==> src/rtl/regfile_wb_queue.sv <==
`default_nettype none
// ============================================================================
//  Module      : regfile_wb_queue
//  Description : Write-side initiator for the 32x32 register file. Accepts
//                results from the memory and ALU stages over valid/ready,
//                keeps them in a DEPTH-entry in-order queue and drains one
//                entry per cycle onto the register-file write port. Also
//                answers pending-write / forwarding queries from decode.
//  Ports       :
//    clk, rst_n                       clock, asynchronous active-low reset
//    mem_valid/mem_ready/mem_rd/mem_data   memory-stage result handshake
//    alu_valid/alu_ready/alu_rd/alu_data   ALU result handshake
//    wb_hold                          1 = do not drain this cycle
//    EnableWrite/write_reg/write_data register-file write port (head entry)
//    chk_reg/chk_pending/chk_data     forwarding query from decode
//    count                            number of occupied entries
//  Revision    : 1.0  initial release
// ============================================================================
module regfile_wb_queue #(
  parameter int DATA_W = 32,
  parameter int ADDR_W = 5,
  parameter int DEPTH  = 4
) (
  input  logic                     clk,
  input  logic                     rst_n,
  input  logic                     mem_valid,
  output logic                     mem_ready,
  input  logic [ADDR_W-1:0]        mem_rd,
  input  logic [DATA_W-1:0]        mem_data,
  input  logic                     alu_valid,
  output logic                     alu_ready,
  input  logic [ADDR_W-1:0]        alu_rd,
  input  logic [DATA_W-1:0]        alu_data,
  input  logic                     wb_hold,
  output logic                     EnableWrite,
  output logic [ADDR_W-1:0]        write_reg,
  output logic [DATA_W-1:0]        write_data,
  input  logic [ADDR_W-1:0]        chk_reg,
  output logic                     chk_pending,
  output logic [DATA_W-1:0]        chk_data,
  output logic [$clog2(DEPTH):0]   count
);

  localparam int c_PTR_W = $clog2(DEPTH);
  localparam int c_CNT_W = $clog2(DEPTH) + 1;

  // Queue storage
  logic [ADDR_W-1:0]  r_rd_q   [DEPTH];
  logic [DATA_W-1:0]  r_data_q [DEPTH];

  logic [c_PTR_W-1:0] r_rd_ptr;
  logic [c_PTR_W-1:0] r_wr_ptr;
  logic [c_CNT_W-1:0] r_count;

  logic               w_mem_hs;
  logic               w_alu_hs;
  logic               w_mem_enq;
  logic               w_alu_enq;
  logic               w_pop;
  logic [c_CNT_W-1:0] w_alu_limit;
  logic [c_PTR_W-1:0] w_alu_wr_idx;

  // Readiness is derived from the registered count only; a pop in the same
  // cycle gives no extra credit, so a full queue refuses both producers.
  assign mem_ready    = (r_count <= c_CNT_W'(DEPTH - 1));
  assign w_mem_hs     = mem_valid & mem_ready;
  // When the memory result takes a slot this cycle, the ALU needs one more.
  assign w_alu_limit  = w_mem_hs ? c_CNT_W'(DEPTH - 2) : c_CNT_W'(DEPTH - 1);
  assign alu_ready    = (r_count <= w_alu_limit);
  assign w_alu_hs     = alu_valid & alu_ready;

  // Writes to r0 complete the handshake but are dropped.
  assign w_mem_enq    = w_mem_hs & (mem_rd != '0);
  assign w_alu_enq    = w_alu_hs & (alu_rd != '0);

  // Memory entry is older, so the ALU entry lands one slot behind it.
  assign w_alu_wr_idx = r_wr_ptr + c_PTR_W'(w_mem_enq);

  // Write port is driven straight from the head entry.
  assign w_pop        = (r_count != '0) & ~wb_hold;
  assign EnableWrite  = w_pop;
  assign write_reg    = (r_count != '0) ? r_rd_q[r_rd_ptr]   : '0;
  assign write_data   = (r_count != '0) ? r_data_q[r_rd_ptr] : '0;
  assign count        = r_count;

  always_ff @(posedge clk or negedge rst_n) begin
    if (!rst_n) begin
      r_rd_ptr <= '0;
      r_wr_ptr <= '0;
      r_count  <= '0;
    end else begin
      r_rd_ptr <= r_rd_ptr + c_PTR_W'(w_pop);
      r_wr_ptr <= r_wr_ptr + c_PTR_W'(w_mem_enq) + c_PTR_W'(w_alu_enq);
      r_count  <= r_count + c_CNT_W'(w_mem_enq) + c_CNT_W'(w_alu_enq)
                  - c_CNT_W'(w_pop);
    end
  end

  // Entry contents need no reset: they are only visible while counted.
  always_ff @(posedge clk) begin
    if (w_mem_enq) begin
      r_rd_q[r_wr_ptr]   <= mem_rd;
      r_data_q[r_wr_ptr] <= mem_data;
    end
    if (w_alu_enq) begin
      r_rd_q[w_alu_wr_idx]   <= alu_rd;
      r_data_q[w_alu_wr_idx] <= alu_data;
    end
  end

  // Scan oldest to youngest; the last match wins so chk_data carries the
  // youngest queued value. The head stays visible even while it is popping,
  // since the file only takes the value at the same edge.
  always_comb begin
    chk_pending = 1'b0;
    chk_data    = '0;
    for (int i = 0; i < DEPTH; i++) begin
      if ((chk_reg != '0) && (c_CNT_W'(i) < r_count) &&
          (r_rd_q[r_rd_ptr + c_PTR_W'(i)] == chk_reg)) begin
        chk_pending = 1'b1;
        chk_data    = r_data_q[r_rd_ptr + c_PTR_W'(i)];
      end
    end
  end

endmodule
`default_nettype wire

==> config.mk <==
export PLATFORM = sky130hd
export DESIGN_NAME = regfile_wb_queue
export DESIGN_NICKNAME = d
export VERILOG_FILES = /design/src/rtl/regfile_wb_queue.sv
export SDC_FILE = /design/constraint.sdc
export NUM_CORES = 1
export LEC_CHECK = 0
export CAP_MARGIN = 25
export CORE_MARGIN = 8
export CORE_UTILIZATION = 57
export DETAILED_ROUTE_END_ITERATION = 10
export PLACE_DENSITY = 0.82
export SLEW_MARGIN = 0
export SYNTH_ARGS = -nofsm -noshare
export SYNTH_HDL_FRONTEND = slang
export SYNTH_SLANG_ARGS = --single-unit
==> constraint.sdc <==
create_clock -name clk -period 5.65 [get_ports clk]
set_input_delay 1.13 -clock clk [delete_from_list [all_inputs] [get_ports clk]]
set_output_delay 1.13 -clock clk [all_outputs]
set_load 0.005 [all_outputs]
==> reports/qor.log <==
qor: synth.syn_area_per_cell 11.72 um^2
qor: route.vias_per_cell 6.761
qor: sta.max_freq 184.4 MHz
qor: synth.mappedNetlistArea 12650 um^2
qor: worst_setup_path.setup.worst_path.end_class output port
qor: power.switch_share 41.63%
qor: placement.buffer_ports.inserted 159
qor: synth.synth_async_sr_flop_share 4.516%
qor: sta.portion_of_the_clock_cycle_consumed_by_the_worst_path_in_the_final_layout 96.00%
qor: global_route.wire_length_of_the_first_global_routing_pass 54.79 mm
qor: clock_tree.postCtsSetupRepairBufs 0
qor: worst_setup_path.path_class primary input to output port
qor: synth.yosys_register_bits 155
qor: route.highest-signal-layer met5
qor: clock_tree.post_cts_resize_count 0
qor: cells_and_area.instances_no_fill 1470
qor: placement.hpwl_after_detailed_placement 22.41 mm
qor: cells_and_area.nets 1270
qor: sta.unrepaired_setup_endpoints_after_global_routing no
qor: power.reg_power_share 22.7%
qor: global_route.grt-ovfl-total 0
qor: run.count_of_max_cap_constraint_violations 0
qor: placement.routabilityCongestion 0.8385
qor: clock_tree.clkLatencyLatePin 0.42 ns
qor: route.routed_antenna_nets 0
qor: cells_and_area.fin_util 69.10%
qor: route.wl_met3 3.037 mm
qor: power.share_clk_of_total_power 13.4%
qor: sta.setup_tns 0 ns
qor: clock_tree.path_clk_slew 0.06 ns
qor: clock_tree.cts-htree-levels 4
qor: synth.yosys_warnings 0
qor: cells_and_area.layout.cells.most_common sky130_fd_sc_hd__mux2_2
qor: synth.synth_adder_area_share 1.009%
qor: synth.synth_cells 1079
qor: floorplan.placeableCoreArea 21820 um^2
qor: power.switching_power 3.676 mW
qor: worst_setup_path.critPathLaunchType primary input
qor: floorplan.std_cell_rows 54
qor: cells_and_area.count_of_inserted_antenna_diode_cells 0
qor: clock_tree.clockBufferDepth 2
qor: cells_and_area.drive_above_1_share 30.42%
qor: sta.finalCriticalPeriod 5.424 ns
qor: route.drc_viols 0
qor: synth.synth-edff-count 148
qor: synth.synthSimpleGateAreaFrac 6.380%
qor: global_route.maximum_number_of_pins_on_one_net_before_global_route_repair 147
qor: synth.synth_top_family_by_area multiplexers
qor: clock_tree.root_buffer sky130_fd_sc_hd__clkbuf_16
qor: synth.postSynthNetCount 1172
qor: worst_setup_path.timing.critical_path.fanout_max 18
qor: synth.synth_sequential_area_ratio 36.52%
qor: floorplan.top_level_ports 160
qor: synth.synthDistinctLibCells 48
qor: floorplan.die_height 165.0 um
qor: cells_and_area.layout_common_cells sky130_fd_sc_hd__mux2_2 (241), sky130_fd_sc_hd__clkdlybuf4s50_1 (159), sky130_fd_sc_hd__edfxtp_1 (148), sky130_fd_sc_hd__mux2i_1 (137), sky130_fd_sc_hd__nand2_1 (69)
qor: power.total_power 8.831 mW
qor: floorplan.starting_density_of_the_core 57.96%
qor: clock_tree.tritoncts.num_buffers 17
qor: power.cell_internal_pwr 5.155 mW
qor: global_route.first_global_vias 10201
qor: power.combPwrFrac 63.9%
qor: cells_and_area.areaGrowthSynthToFinish 19.22%
qor: route.wire_per_inst 23.82 um
qor: power.peakVddDrop 0.0005547 V
qor: worst_setup_path.crit_required 4.52 ns
qor: sta.slew_headroom 26.12%
qor: synth.synthFlopType sky130_fd_sc_hd__edfxtp_1
qor: sta.slew_at_the_pin_with_the_worst_max_slew_slack 1.108 ns
qor: route.drt_first_iter_violations 946
qor: synth.post_synth_mux_area_share 35.74%
qor: sta.final_hold_viols 0
qor: clock_tree.tritoncts done
qor: power.leakagePower 5.227 nW
qor: route.via_count 9938
qor: cells_and_area.layout.filler_cells 1590
qor: global_route.grt_antenna_before_repair 4
qor: status.status completed
qor: floorplan.die-width 165.0 um
qor: hold_path.worstHoldPathType flop to flop
qor: clock_tree.cts.sinks 155
qor: sta.setup_viol_count_final 0
qor: sta.post_route_skew 0.005757 ns
qor: route.drt_pre_antenna_iters 5
qor: route.wirelength 35.01 mm
qor: floorplan.floorplan_die_area 27210 um^2
qor: global_route.overall_track_demand_over_capacity_in_global_routing 25.81%
qor: route.routedLengthMet1 14.41 mm
qor: synth.synth-xor-area-share 1.523%
qor: synth.fraction_of_the_mapped_netlist_area_in_compound_gates 13.83%
qor: placement.placed_cells_incl_taps 1437
qor: clock_tree.holdBufCountCts 0
qor: placement.dp_slack 0.2733 ns
qor: worst_setup_path.critical_path_arrival 4.29 ns
qor: route.dr_wl_met2 16.76 mm
qor: sta.fin_ws 0.2261 ns
qor: sta.timing_max_transition_violations_final 0
qor: power.power-per-cell-area 585.6 nW/um^2
-- flip-flops by register name, summed over array words and instances (netlist names) --
| signal | count |
|---|---|
| count | 3 |
| r_rd_q | 20 |
| r_wr_ptr | 2 |
| r_data_q | 128 |
| r_rd_ptr | 2 |
-- area by class of cell --
| type | count | area [um^2] | share of cell area (%) |
|---|---|---|---|
| multi-input cells | 797 | 7488 | 49.66 |
| well taps | 280 | 350.3 | 2.323 |
| flip-flops and latches | 155 | 4627 | 30.68 |
| repair buffers | 194 | 1969 | 13.06 |
| clock inverters | 8 | 146.4 | 0.9708 |
| inverters | 12 | 46.29 | 0.3070 |
| clock buffers | 24 | 451.7 | 2.995 |
-- final timing paths --
kind / from / end / slack (ns) / cells past startpoint
max: chk_reg[4] / chk_data[19] / 0.23 / 8
min: r_wr_ptr[1]$_DFF_PN0_ / r_wr_ptr[1]$_DFF_PN0_ / 0.76 / 2
max reg2reg: count[2]$_DFF_PN0_ / r_data_q[1][27]$_DFFE_PP_ / 1.98 / 10
min reg2reg: r_wr_ptr[1]$_DFF_PN0_ / r_wr_ptr[1]$_DFF_PN0_ / 0.76 / 2
max in group asynchronous: rst_n / r_rd_ptr[0]$_DFF_PN0_ / 4.35 / 1
min in group asynchronous: rst_n / count[0]$_DFF_PN0_ / 0.99 / 1
-- critical path, cell delays in order --
cell	delay, ns
sky130_fd_sc_hd__clkdlybuf4s50_1	0.55
sky130_fd_sc_hd__or4_1	0.48
sky130_fd_sc_hd__nor2_2	0.26
sky130_fd_sc_hd__or3_2	0.21
sky130_fd_sc_hd__or3_4	0.16
sky130_fd_sc_hd__o211ai_4	0.28
sky130_fd_sc_hd__o32ai_1	0.61
sky130_fd_sc_hd__clkdlybuf4s50_1	0.61
-- through the flow --
stage          hold slack (ns)  area [um^2]
2_1_floorplan           0.4883        12650
3_3_place_gp            0.7124        14440
3_5_place_dp            0.7396        14470
4_1_cts                 0.7537        15060
5_1_grt                 0.7992        15080
6_report                0.7594        15080
-- cell usage after synthesis (7+ instances only) --
master	count	area (um^2)
sky130_fd_sc_hd__buf_6	11	123.9
sky130_fd_sc_hd__dfrtp_1	7	175.2
sky130_fd_sc_hd__and2_1	32	200.2
sky130_fd_sc_hd__buf_2	36	180.2
sky130_fd_sc_hd__o41ai_1	64	560.5
sky130_fd_sc_hd__xnor2_1	16	140.1
sky130_fd_sc_hd__ha_1	7	87.58
sky130_fd_sc_hd__a211oi_1	31	232.7
sky130_fd_sc_hd__a31oi_1	53	331.6
sky130_fd_sc_hd__inv_1	12	45.04
sky130_fd_sc_hd__a31oi_2	12	150.1
sky130_fd_sc_hd__mux2_2	241	2714
sky130_fd_sc_hd__edfxtp_1	148	4444
sky130_fd_sc_hd__nand2_1	71	266.5
sky130_fd_sc_hd__nor2_1	37	138.9
sky130_fd_sc_hd__o32ai_2	15	244.0
sky130_fd_sc_hd__o32ai_1	17	148.9
sky130_fd_sc_hd__mux2i_1	137	1371
sky130_fd_sc_hd__buf_1	11	41.29
sky130_fd_sc_hd__clkbuf_1	53	198.9
sky130_fd_sc_hd__mux4_2	12	270.3
-- power groups by stage --
stage	logic (mW)	clock network, mW	registers, mW
final	5.64	1.19	2.01
after global routing	6.03	1.24	2.05
after CTS	5.60	1.19	2.00
after floorplan	3.71	0	1.89
after global placement	5.46	0	1.99
after detailed placement	5.56	0	2.02
-- layer usage --
layer,up-vias,track usage (%)
li1,4482,-
met1,4874,32.42
met2,502,42.44
met3,72,5.658
met4,8,10.69
met5,-,0
-- cell families after synthesis --
group / count (synthesis)
AOI/OAI and AO/OA: 202
xor gates and xnor gates: 22
DFF: 155
buffers and inverters: 127
muxes: 398
and+or+nand+nor: 166
adders and majority gates: 9
Note: power is estimated with default switching activity, not from simulation.
